<file path="src/rtl/noc_local_depacketizer_if.sv">
// Flit input, header output and payload beat output of the local-port depacketizer.
// The slave modport is the depacketizer itself; master is the router/adapter side.
interface noc_local_depacketizer_if #(
  parameter int FLIT_W  = 64,
  parameter int X_W     = 4,
  parameter int Y_W     = 4,
  parameter int TYPE_W  = 2,
  parameter int ORDER_W = 4,
  parameter int LEN_W   = 8
);
  localparam int DATA_W = FLIT_W - 2;

  // Every channel transfers on a cycle where valid and ready are both high at the
  // rising clock edge; a producer keeps valid and its payload stable until then.
  logic                flit_valid;
  logic [FLIT_W-1:0]   flit_data;
  logic                flit_ready;

  logic                hdr_valid;
  logic                hdr_ready;
  logic [X_W-1:0]      hdr_src_x;
  logic [Y_W-1:0]      hdr_src_y;
  logic [TYPE_W-1:0]   hdr_type;
  logic [ORDER_W-1:0]  hdr_order;
  logic [LEN_W-1:0]    hdr_len;

  logic                beat_valid;
  logic                beat_ready;
  logic [DATA_W-1:0]   beat_data;
  logic                beat_last;

  logic                err_misroute;
  logic                err_frame;

  modport slave (
    input  flit_valid, flit_data, hdr_ready, beat_ready,
    output flit_ready, hdr_valid, hdr_src_x, hdr_src_y, hdr_type, hdr_order, hdr_len,
           beat_valid, beat_data, beat_last, err_misroute, err_frame
  );

  modport master (
    output flit_valid, flit_data, hdr_ready, beat_ready,
    input  flit_ready, hdr_valid, hdr_src_x, hdr_src_y, hdr_type, hdr_order, hdr_len,
           beat_valid, beat_data, beat_last, err_misroute, err_frame
  );
endinterface

</file>
<file path="src/rtl/noc_local_depacketizer.sv">
// Local-port receive NI: decodes head flits into header fields, streams body/tail payload
// as AXI beats, and drops misrouted or badly framed packets with one-cycle error pulses.
module noc_local_depacketizer #(
  parameter int FLIT_W  = 64,
  parameter int X_W     = 4,
  parameter int Y_W     = 4,
  parameter int TYPE_W  = 2,
  parameter int ORDER_W = 4,
  parameter int LEN_W   = 8
) (
  input  logic                  clk,
  input  logic                  rst_n,
  input  logic [X_W-1:0]        my_x,
  input  logic [Y_W-1:0]        my_y,
  noc_local_depacketizer_if.slave bus,
  output logic [1:0]            dbg_state_o
);
  localparam int DATA_W = FLIT_W - 2;
  localparam int DX_LSB = 0;
  localparam int DY_LSB = X_W;
  localparam int SX_LSB = X_W + Y_W;
  localparam int SY_LSB = 2 * X_W + Y_W;
  localparam int TY_LSB = 2 * X_W + 2 * Y_W;
  localparam int OR_LSB = TY_LSB + TYPE_W;
  localparam int LN_LSB = OR_LSB + ORDER_W;

  localparam logic [1:0] M_BODY = 2'b00;
  localparam logic [1:0] M_TAIL = 2'b01;

  typedef enum logic [1:0] {
    S_HEAD  = 2'd0,
    S_HDR   = 2'd1,
    S_BODY  = 2'd2,
    S_DRAIN = 2'd3
  } state_e;

  state_e              state_q, state_d;
  logic                hdr_valid_q, hdr_valid_d;
  logic                single_q, single_d;
  logic [X_W-1:0]      src_x_q, src_x_d;
  logic [Y_W-1:0]      src_y_q, src_y_d;
  logic [TYPE_W-1:0]   type_q, type_d;
  logic [ORDER_W-1:0]  order_q, order_d;
  logic [LEN_W-1:0]    len_q, len_d;
  logic [LEN_W-1:0]    cnt_q, cnt_d;
  logic                beat_valid_q, beat_valid_d;
  logic [DATA_W-1:0]   beat_data_q, beat_data_d;
  logic                beat_last_q, beat_last_d;
  logic                err_misroute_q, err_misroute_d;
  logic                err_frame_q, err_frame_d;

  logic [1:0]          marker;
  logic [DATA_W-1:0]   payload;
  logic                is_head;
  logic                is_tail;
  logic                dst_hit;
  logic                beat_free;
  logic                flit_ready;

  assign marker    = bus.flit_data[FLIT_W-1 -: 2];
  assign payload   = bus.flit_data[DATA_W-1:0];
  assign is_head   = marker[1];
  assign is_tail   = (marker == M_TAIL);
  assign dst_hit   = (payload[DX_LSB +: X_W] == my_x) && (payload[DY_LSB +: Y_W] == my_y);
  assign beat_free = !beat_valid_q || bus.beat_ready;

  always_comb begin
    state_d        = state_q;
    hdr_valid_d    = hdr_valid_q;
    single_d       = single_q;
    src_x_d        = src_x_q;
    src_y_d        = src_y_q;
    type_d         = type_q;
    order_d        = order_q;
    len_d          = len_q;
    cnt_d          = cnt_q;
    beat_valid_d   = beat_valid_q && !bus.beat_ready;
    beat_data_d    = beat_data_q;
    beat_last_d    = beat_last_q;
    err_misroute_d = 1'b0;
    err_frame_d    = 1'b0;
    flit_ready     = 1'b0;

    unique case (state_q)
      S_HEAD: begin
        // A final beat may still be waiting downstream; the next head only enters as it
        // leaves, so a header is never presented alongside a beat.
        flit_ready = beat_free;
        if (bus.flit_valid && beat_free) begin
          if (is_head && dst_hit) begin
            src_x_d     = payload[SX_LSB +: X_W];
            src_y_d     = payload[SY_LSB +: Y_W];
            type_d      = payload[TY_LSB +: TYPE_W];
            order_d     = payload[OR_LSB +: ORDER_W];
            len_d       = payload[LN_LSB +: LEN_W];
            single_d    = marker[0];
            hdr_valid_d = 1'b1;
            state_d     = S_HDR;
          end else if (is_head) begin
            err_misroute_d = 1'b1;
            if (!marker[0]) state_d = S_DRAIN;
          end else begin
            err_frame_d = 1'b1;
          end
        end
      end
      S_HDR: begin
        if (bus.hdr_ready) begin
          hdr_valid_d = 1'b0;
          cnt_d       = len_q;
          state_d     = single_q ? S_HEAD : S_BODY;
        end
      end
      S_BODY: begin
        flit_ready = beat_free;
        if (bus.flit_valid && beat_free) begin
          if (is_head) begin
            err_frame_d = 1'b1;
          end else begin
            beat_valid_d = 1'b1;
            beat_data_d  = payload;
            beat_last_d  = is_tail || (cnt_q == '0);
            if (is_tail) begin
              err_frame_d = (cnt_q != '0);
              state_d     = S_HEAD;
            end else if (cnt_q == '0) begin
              err_frame_d = 1'b1;
              state_d     = S_DRAIN;
            end else begin
              cnt_d = cnt_q - 1'b1;
            end
          end
        end
      end
      S_DRAIN: begin
        flit_ready = 1'b1;
        if (bus.flit_valid && is_tail) state_d = S_HEAD;
      end
      default: state_d = S_HEAD;
    endcase
  end

  always_ff @(posedge clk or negedge rst_n) begin
    if (!rst_n) begin
      state_q        <= S_HEAD;
      hdr_valid_q    <= 1'b0;
      single_q       <= 1'b0;
      src_x_q        <= '0;
      src_y_q        <= '0;
      type_q         <= '0;
      order_q        <= '0;
      len_q          <= '0;
      cnt_q          <= '0;
      beat_valid_q   <= 1'b0;
      beat_data_q    <= '0;
      beat_last_q    <= 1'b0;
      err_misroute_q <= 1'b0;
      err_frame_q    <= 1'b0;
    end else begin
      state_q        <= state_d;
      hdr_valid_q    <= hdr_valid_d;
      single_q       <= single_d;
      src_x_q        <= src_x_d;
      src_y_q        <= src_y_d;
      type_q         <= type_d;
      order_q        <= order_d;
      len_q          <= len_d;
      cnt_q          <= cnt_d;
      beat_valid_q   <= beat_valid_d;
      beat_data_q    <= beat_data_d;
      beat_last_q    <= beat_last_d;
      err_misroute_q <= err_misroute_d;
      err_frame_q    <= err_frame_d;
    end
  end

  assign bus.flit_ready   = flit_ready;
  assign bus.hdr_valid    = hdr_valid_q;
  assign bus.hdr_src_x    = src_x_q;
  assign bus.hdr_src_y    = src_y_q;
  assign bus.hdr_type     = type_q;
  assign bus.hdr_order    = order_q;
  assign bus.hdr_len      = len_q;
  assign bus.beat_valid   = beat_valid_q;
  assign bus.beat_data    = beat_data_q;
  assign bus.beat_last    = beat_last_q;
  assign bus.err_misroute = err_misroute_q;
  assign bus.err_frame    = err_frame_q;
  assign dbg_state_o      = state_q;
endmodule

</file>
<file path="src/flat_wrapper.sv">
// flat-port wrapper written by rule: the top's interface ports become plain ports
module noc_local_depacketizer_flat 
#(
  parameter int FLIT_W  = 64,
  parameter int X_W     = 4,
  parameter int Y_W     = 4,
  parameter int TYPE_W  = 2,
  parameter int ORDER_W = 4,
  parameter int LEN_W   = 8
)
  (clk, rst_n, my_x, my_y, dbg_state_o, bus_flit_valid, bus_flit_data, bus_hdr_ready, bus_beat_ready, bus_flit_ready, bus_hdr_valid, bus_hdr_src_x, bus_hdr_src_y, bus_hdr_type, bus_hdr_order, bus_hdr_len, bus_beat_valid, bus_beat_data, bus_beat_last, bus_err_misroute, bus_err_frame);
  noc_local_depacketizer_if #(.FLIT_W(FLIT_W), .X_W(X_W), .Y_W(Y_W), .TYPE_W(TYPE_W), .ORDER_W(ORDER_W), .LEN_W(LEN_W)) bus_i ();
  input  logic clk;
  input  logic rst_n;
  input  logic [X_W-1:0] my_x;
  input  logic [Y_W-1:0] my_y;
  output logic [1:0] dbg_state_o;
  input wire logic [$bits(bus_i.flit_valid)-1:0] bus_flit_valid;
  input wire logic [$bits(bus_i.flit_data)-1:0] bus_flit_data;
  input wire logic [$bits(bus_i.hdr_ready)-1:0] bus_hdr_ready;
  input wire logic [$bits(bus_i.beat_ready)-1:0] bus_beat_ready;
  output wire logic [$bits(bus_i.flit_ready)-1:0] bus_flit_ready;
  output wire logic [$bits(bus_i.hdr_valid)-1:0] bus_hdr_valid;
  output wire logic [$bits(bus_i.hdr_src_x)-1:0] bus_hdr_src_x;
  output wire logic [$bits(bus_i.hdr_src_y)-1:0] bus_hdr_src_y;
  output wire logic [$bits(bus_i.hdr_type)-1:0] bus_hdr_type;
  output wire logic [$bits(bus_i.hdr_order)-1:0] bus_hdr_order;
  output wire logic [$bits(bus_i.hdr_len)-1:0] bus_hdr_len;
  output wire logic [$bits(bus_i.beat_valid)-1:0] bus_beat_valid;
  output wire logic [$bits(bus_i.beat_data)-1:0] bus_beat_data;
  output wire logic [$bits(bus_i.beat_last)-1:0] bus_beat_last;
  output wire logic [$bits(bus_i.err_misroute)-1:0] bus_err_misroute;
  output wire logic [$bits(bus_i.err_frame)-1:0] bus_err_frame;
  assign bus_i.flit_valid = bus_flit_valid;
  assign bus_i.flit_data = bus_flit_data;
  assign bus_i.hdr_ready = bus_hdr_ready;
  assign bus_i.beat_ready = bus_beat_ready;
  assign bus_flit_ready = bus_i.flit_ready;
  assign bus_hdr_valid = bus_i.hdr_valid;
  assign bus_hdr_src_x = bus_i.hdr_src_x;
  assign bus_hdr_src_y = bus_i.hdr_src_y;
  assign bus_hdr_type = bus_i.hdr_type;
  assign bus_hdr_order = bus_i.hdr_order;
  assign bus_hdr_len = bus_i.hdr_len;
  assign bus_beat_valid = bus_i.beat_valid;
  assign bus_beat_data = bus_i.beat_data;
  assign bus_beat_last = bus_i.beat_last;
  assign bus_err_misroute = bus_i.err_misroute;
  assign bus_err_frame = bus_i.err_frame;
  noc_local_depacketizer #(.FLIT_W(FLIT_W), .X_W(X_W), .Y_W(Y_W), .TYPE_W(TYPE_W), .ORDER_W(ORDER_W), .LEN_W(LEN_W)) u_core (.clk(clk), .rst_n(rst_n), .my_x(my_x), .my_y(my_y), .bus(bus_i), .dbg_state_o(dbg_state_o));
endmodule
</file>
<file path="config.mk">
export PLATFORM = sky130hd
export DESIGN_NAME = noc_local_depacketizer_flat
export DESIGN_NICKNAME = d
export VERILOG_FILES = /design/src/rtl/noc_local_depacketizer_if.sv /design/src/rtl/noc_local_depacketizer.sv /design/src/flat_wrapper.sv
export SDC_FILE = /design/constraint.sdc
export NUM_CORES = 1
export LEC_CHECK = 0
export ABC_AREA = 1
export BUFFER_PORTS_ARGS = -buffer_cell sky130_fd_sc_hd__buf_2
export CAP_MARGIN = 20
export CORE_UTILIZATION = 49
export DETAILED_ROUTE_END_ITERATION = 8
export PLACE_DENSITY = 0.89
export SETUP_SLACK_MARGIN = 0.15
export SYNTH_ARGS = -nofsm -noshare
export SYNTH_HDL_FRONTEND = slang
export SYNTH_SLANG_ARGS = --single-unit
</file>
<file path="constraint.sdc">
create_clock -name clk -period 1.9 [get_ports clk]
set_clock_uncertainty 0.15 [all_clocks]
set_input_delay 0.38 -clock clk [delete_from_list [all_inputs] [get_ports clk]]
set_output_delay 0.38 -clock clk [all_outputs]
set_load 0.03 [all_outputs]
</file>
; ---- After elaboration in Yosys (flattened, before gate mapping)
; Index checks and enable logic that the tools add are counted.
[totals]
in_bits = 77
ff_bits = 100
[classes]
reduce_logical = 20
n_addsub = 1
muxes = 38
eq_ne = 17
bitwise = 1
[op_table]
columns = op, n
row1 = $mux W8, 5
row2 = $mux W2, 11
row3 = $mux W1, 17
row4 = $pmux W8 S2, 1
row5 = $eq A4 B4 Y1, 2
row6 = $logic_not A8 Y1, 1
row7 = $ne A2 B1 Y1 const B, 4
row8 = $ne A2 B2 Y1 const B, 4
row9 = $pmux W2 S4, 1
row10 = $reduce_and A8 Y1, 1
row11 = $reduce_bool A8 Y1, 1
row12 = $sub A8 B1 Y8 const B, 1
row13 = $ne A3 B2 Y1 const B, 2
row14 = $pmux W1 S2, 3
row15 = $reduce_and A3 Y1, 2
row16 = $reduce_and A6 Y1, 1
row17 = $logic_and A1 B1 Y1, 5
row18 = $eq A2 B1 Y1 const B, 2
row19 = $eq A2 B2 Y1 const B, 2
row20 = $reduce_and A4 Y1, 1
row21 = $reduce_bool A2 Y1, 2
row22 = $ne A3 B1 Y1 const B, 1
row23 = $logic_not A1 Y1, 2
row24 = $logic_not A2 Y1, 1
row25 = other kinds (3), 4

; ---- Longest topological paths before layout
[depth]
depth_word = 6
mapped_depth = 11
ltp_nobuf = 10

; ---- Least setup slack after synthesis
; No wires, ideal clock.
[synth_timing]
path_kind = flip-flop to output port
start = register u_core.beat_valid_q (netlist: u_core.bus.beat_valid)
end = output bus_flit_ready
arrival_ns = 1.310
path_slack_ns = 0.060
t_required_ns = 1.370
path_stages_with_launch = 4
path_buffers = 0
cell_sequence = dfrtp_1 -> inv_1 -> nor2_1 -> o21ai_0
[synth_between]
elab_chain_cells = 3
[synth_lines]
columns = element, line_no
row1 = from (decl), noc_local_depacketizer.sv:46  ; logic beat_valid_q, beat_valid_d;
row2 = from (signal assigned), noc_local_depacketizer.sv:169  ; beat_valid_q <= beat_valid_d;
row3 = $logic_not A1 Y1, noc_local_depacketizer.sv:65  ; assign beat_free = !beat_valid_q || bus.beat_ready;
row4 = $logic_or A1 B1 Y1, noc_local_depacketizer.sv:65
row5 = $pmux W1 S2, noc_local_depacketizer.sv:84  ; unique case (state_q)
row6 = to (decl), flat_wrapper.sv:22  ; output wire logic [$bits(bus_i.flit_ready)-1:0] bus_flit_ready;
; No other way between the ends.

; ---- Worst setup path after layout
[layout_timing]
start = register u_core.cnt_q[1]
end = register u_core.err_frame_q (netlist: u_core.bus.err_frame)
[layout_between]
elab_chain_cells = 6
[layout_lines]
columns = element, line_no
row1 = from (decl), noc_local_depacketizer.sv:45  ; logic [LEN_W-1:0] cnt_q, cnt_d;
row2 = from (signal assigned), noc_local_depacketizer.sv:168  ; cnt_q <= cnt_d;
row3 = $logic_not A8 Y1, noc_local_depacketizer.sv:126  ; end else if (cnt_q == '0) begin
row4 = $mux W1, noc_local_depacketizer.sv:126
row5 = $mux W1 *, noc_local_depacketizer.sv:123  ; if (is_tail) begin
row6 = $mux W1 *, noc_local_depacketizer.sv:117  ; if (is_head) begin
row7 = $mux W1 *, noc_local_depacketizer.sv:116  ; if (bus.flit_valid && beat_free) begin
row8 = $pmux W1 S2 *, noc_local_depacketizer.sv:84
row9 = named net u_core.err_frame_d, noc_local_depacketizer.sv:50  ; logic err_frame_q, err_frame_d;
row10 = to (signal assigned), noc_local_depacketizer.sv:173  ; err_frame_q <= err_frame_d;
row11 = to (decl), noc_local_depacketizer.sv:50
; Mark *: on every way through the listed nets, which the timed path passes. The rest lies on a longest branch.
; A chain may end at the register's enable or synchronous reset.

==> flow_summary_export.csv <==
group,metric,value,unit
run_status,status,"completed",
power_and_ir_drop,ir_worst_vdd,0.933,mV
final_layout,fin_nets,702,
setup_path,critPathSlowestCell,"dfrtp_1",
clock_tree,cts.clk_slew.worst_paths,100,ps
synthesis,syn-num-nets,501,
synthesis,async_flop_share,100,%
synthesis,synth_area,4460,sq um
final_layout,n_fill_cell,607,
setup_path,critPathMaxStageDelay,410,ps
placed_design,port_buffers,168,
timing,fin_crit,1840,ps
grt,grt_pass1_wl,16900,um
final_layout,antenna-diode-count,0,
routing,vias,3785,
die,design.die.area,9480,sq um
power_and_ir_drop,power.share.sequential,34.1,%
synthesis,synthAdderAreaFrac,0.842,%
die,die_height,97.4,um
power_and_ir_drop,p_clk_share,12.1,%
final_layout,drive_above_1_share,51.5,%
timing,hold_viol,0,
synthesis,avgSynthCellArea,10.6,sq um
synthesis,synth-main-ff-cell,"dfrtp_1",
clock_tree,clockBufferDepth,2,
synthesis,yosysSeqAreaShare,56.1,%
min_path,hp-class,"input port to register",
setup_path,cp.depth,8,
grt,antenna_found_initial,0,
clock_tree,clock_latency,360,ps
min_path,holdPathStages,2,
setup_path,reg2reg_from,"u_core.cnt_q[1]",
setup_path,path_class,"register to register",
timing,setup_viol,0,
setup_path,crit_path_start_kind,"register",
synthesis,yosys.area.top_type,"dfrtp_1",
setup_path,cp.required,1980,ps
synthesis,synth_seq_cells,100,
setup_path,timing.critical_path.buf_inv,2,
timing,worst_hold_slack,96.2,ps
routing,route.detailed.drc,0,
setup_path,crit_fanout,2,
timing,finalCritPeriodShare,97.1,%
routing,first_iter_violations,223,
clock_tree,cts-root-buf,"clkbuf_8",
die,start_util,50.9,%
flow_run,cap_viol_max_count,0,
final_layout,syn2layout_area_growth,39.7,%
clock_tree,htreeDepth,3,
power_and_ir_drop,internal-power,0.00550,W
synthesis,synth_top_family_by_area,"simple AND/OR/NAND/NOR gates",
setup_path,cp-end-kind,"register",
power_and_ir_drop,p_switching,0.00456,W
setup_path,worstPathArrival,1920,ps
power_and_ir_drop,p_leak,3.47,nW
synthesis,synthTopCellsByArea,"dfrtp_1 56%, mux2_4 12%, nand2_1 8.8%, o21ai_0 5.1%, inv_1 3.8%",
timing,drv_slew,0,
setup_path,reg2regPathDepth,8,
power_and_ir_drop,sw_frac_of_total,45.4,%
routing,drt-total-wl,11900,um
clock_tree,cts_tree,"done",
grt,grtUsageMet2,35.9,%
placed_design,hpwl,7180,um
synthesis,synth_compound_area_share,9.32,%
routing,firstDrtPassIters,5,
grt,grt_overflow_total,0,
power_and_ir_drop,combPwrFrac,53.8,%
setup_path,crit_start,"u_core.cnt_q[1]",
final_layout,fin_util,71.0,%
synthesis,synth-xor-area-share,1.38,%
setup_path,path_cells,"inv_2 > ha_4 > nand3_4 > nor2_4 > inv_1 > ha_1 > nor3_2 > a2111oi_2",
routing,final_antenna_net_count,0,
synthesis,ys_types,32,
synthesis,synthSimpleGateAreaFrac,12.8,%
setup_path,worstReg2RegEnd,"u_core.bus.err_frame",
grt,globalRouteTotalUtil,22.0,%
synthesis,synth_top_area_share,56.1,%
die,coreArea,8760,sq um
power_and_ir_drop,total_power,0.0101,W
setup_path,cp-endpoint,"u_core.bus.err_frame",
die,io-pin-count,169,
final_layout,regArea,2500,sq um
synthesis,yosys_warnings,0,
final_layout,multi_input_area,1890,sq um
placed_design,place_congestion,0.915,
timing,tns,0,ps
routing,wire_per_inst,16.2,um
grt,grt_max_degree,48,
timing,rsz0062_at_grt,"true",
grt,use_met1,28.1,%
timing,relSlewSlack,77.8,%
clock_tree,cts_buffers,9,
grt,busiest_layer,"met2",
clock_tree,cts_sinks,100,
timing,tightestPinTransition,332,ps
synthesis,syn_inst,421,
synthesis,synth_mux_area_share,12.5,%
synthesis,synth-edff-count,0,
setup_path,rrSetupSlack,60,ps
die,num_rows,34,
routing,vias_per_cell,5.15,
grt,grt_pass1_vias,3664,
timing,clock.fmax,0.542,GHz
die,dieWidth,97.4,um
grt,gr-usage-met3,5.54,%
power_and_ir_drop,p_per_area,1620,nW/um^2
setup_path,path_delay_family,"adder cells",
registers in the layout, summed over array words and instances, names as in the netlist:
signal                   count
u_core.bus.hdr_src_x         4
u_core.bus.beat_valid        1
u_core.bus.hdr_type          2
u_core.bus.hdr_valid         1
u_core.dbg_state_o           2
u_core.bus.hdr_src_y         4
u_core.single_q              1
u_core.bus.beat_last         1
u_core.bus.beat_data        62
u_core.bus.err_frame         1
u_core.bus.hdr_len           8
u_core.bus.hdr_order         4
u_core.bus.err_misroute      1
u_core.cnt_q                 8
worst min-delay path by stage:
| stage | end | start | slack (ps) |
|---|---|---|---|
| detailed placement | u_core.bus.beat_data[28] | rst_n | 60 |
| floorplan | u_core.bus.beat_data[0] | rst_n | -70 |
| finish | u_core.bus.hdr_valid | bus_hdr_ready | 100 |
| global placement | u_core.bus.beat_data[19] | rst_n | 60 |
| global route | u_core.bus.beat_data[60] | bus_flit_data[60] | 80 |
| CTS | u_core.bus.beat_data[48] | bus_flit_data[48] | 80 |
worst reg2reg max path, stage by stage (launching register included):
cell       delay, ps
dfrtp_1          410
inv_2             90
ha_4             150
nand3_4           80
nor2_4           100
inv_1             50
ha_1             290
nor3_2            60
a2111oi_2        330
repair_timing:
item | in CTS | in global routing
pin swaps | 5 | 6
buffers inserted | 8 | 10
setup endpoints to repair | 63 | 91
gates cloned | 1 | 9
endpoints found under the hold margin | 100 | 0
hold buffers | 1 | 0
resized for setup | 14 | 75
stage by stage:
| step | cell area [sq um] | worst slack [ps] | cells |
|---|---|---|---|
| 2_1_floorplan | 4460 | 162 | 421 |
| 3_3_place_gp | 5440 | 166 | 690 |
| 3_5_place_dp | 5440 | 6.96 | 690 |
| 4_1_cts | 5750 | 153 | 716 |
| 5_1_grt | 6220 | 0.452 | 735 |
| 6_report | 6220 | 55.1 | 735 |
cells by family (layout without fill, tap and decap cells):
family | Yosys count | after routing
AND/OR/NAND/NOR | 136 | 136
flip-flops | 100 | 100
AO/OA/AOI/OAI | 73 | 73
buffers and inverters | 65 | 271
multiplexers | 37 | 37
XOR/XNOR | 7 | 7
adder cells (fa/ha/maj) | 3 | 3
power groups by stage:
stage	Combinational [W]	Clock (W)	Sequential, W
after CTS	0.00489	0.00123	0.00339
after floorplan	0.00184	0	0.00487
after detailed placement	0.00463	0	0.00343
final	0.00542	0.00121	0.00343
after global routing	0.00573	0.00132	0.00353
after global placement	0.00451	0	0.00339
metal layers:
layer / vias to the layer above / part of all wire (%)
met5: - / 0
met4: 0 / 2.5
met3: 31 / 6.9
met2: 200 / 49
met1: 1800 / 42
li1: 1754 / -
cell type report:
type                            count  share of cell area, %
Sequential cell                   100                   40.2
Multi-Input combinational cell    256                   30.4
Timing Repair Buffer              205                   21.2
Inverter                           49                   3.24
Tap cell                          108                   2.17
Clock buffer                       10                   2.05
Clock inverter                      6                  0.643
Timing Repair inverter              1                  0.101
cell usage after synthesis, drive strengths merged (3+ instances only):
cell	instances
clkbuf	3
nor2	13
ha	3
nand3	10
o21ai	66
xnor2	5
dfrtp	100
nor3	4
mux2	37
inv	49
buf	13
nand2	106
cells in the final DEF (no fill, tap or decap), types with 2 or more instances in the layout:
| cell type | count |
|---|---|
| a21oi_1 | 2 |
| buf_12 | 5 |
| buf_2 | 166 |
| buf_4 | 24 |
| buf_8 | 2 |
| clkbuf_16 | 5 |
| clkbuf_8 | 9 |
| clkinv_2 | 3 |
| clkinv_4 | 2 |
| dfrtp_1 | 98 |
| dfrtp_2 | 2 |
| ha_1 | 2 |
| inv_1 | 39 |
| inv_2 | 6 |
| inv_4 | 3 |
| mux2_4 | 37 |
| nand2_1 | 82 |
| nand2_2 | 9 |
| nand2_4 | 14 |
| nand3_1 | 7 |
| nand3_4 | 2 |
| nor2_1 | 8 |
| nor2_4 | 4 |
| nor3_4 | 2 |
| o21ai_0 | 34 |
| o21ai_1 | 17 |
| o21ai_2 | 15 |
| xnor2_1 | 5 |
| xor2_1 | 2 |
Power figures use the tool's default switching activity.
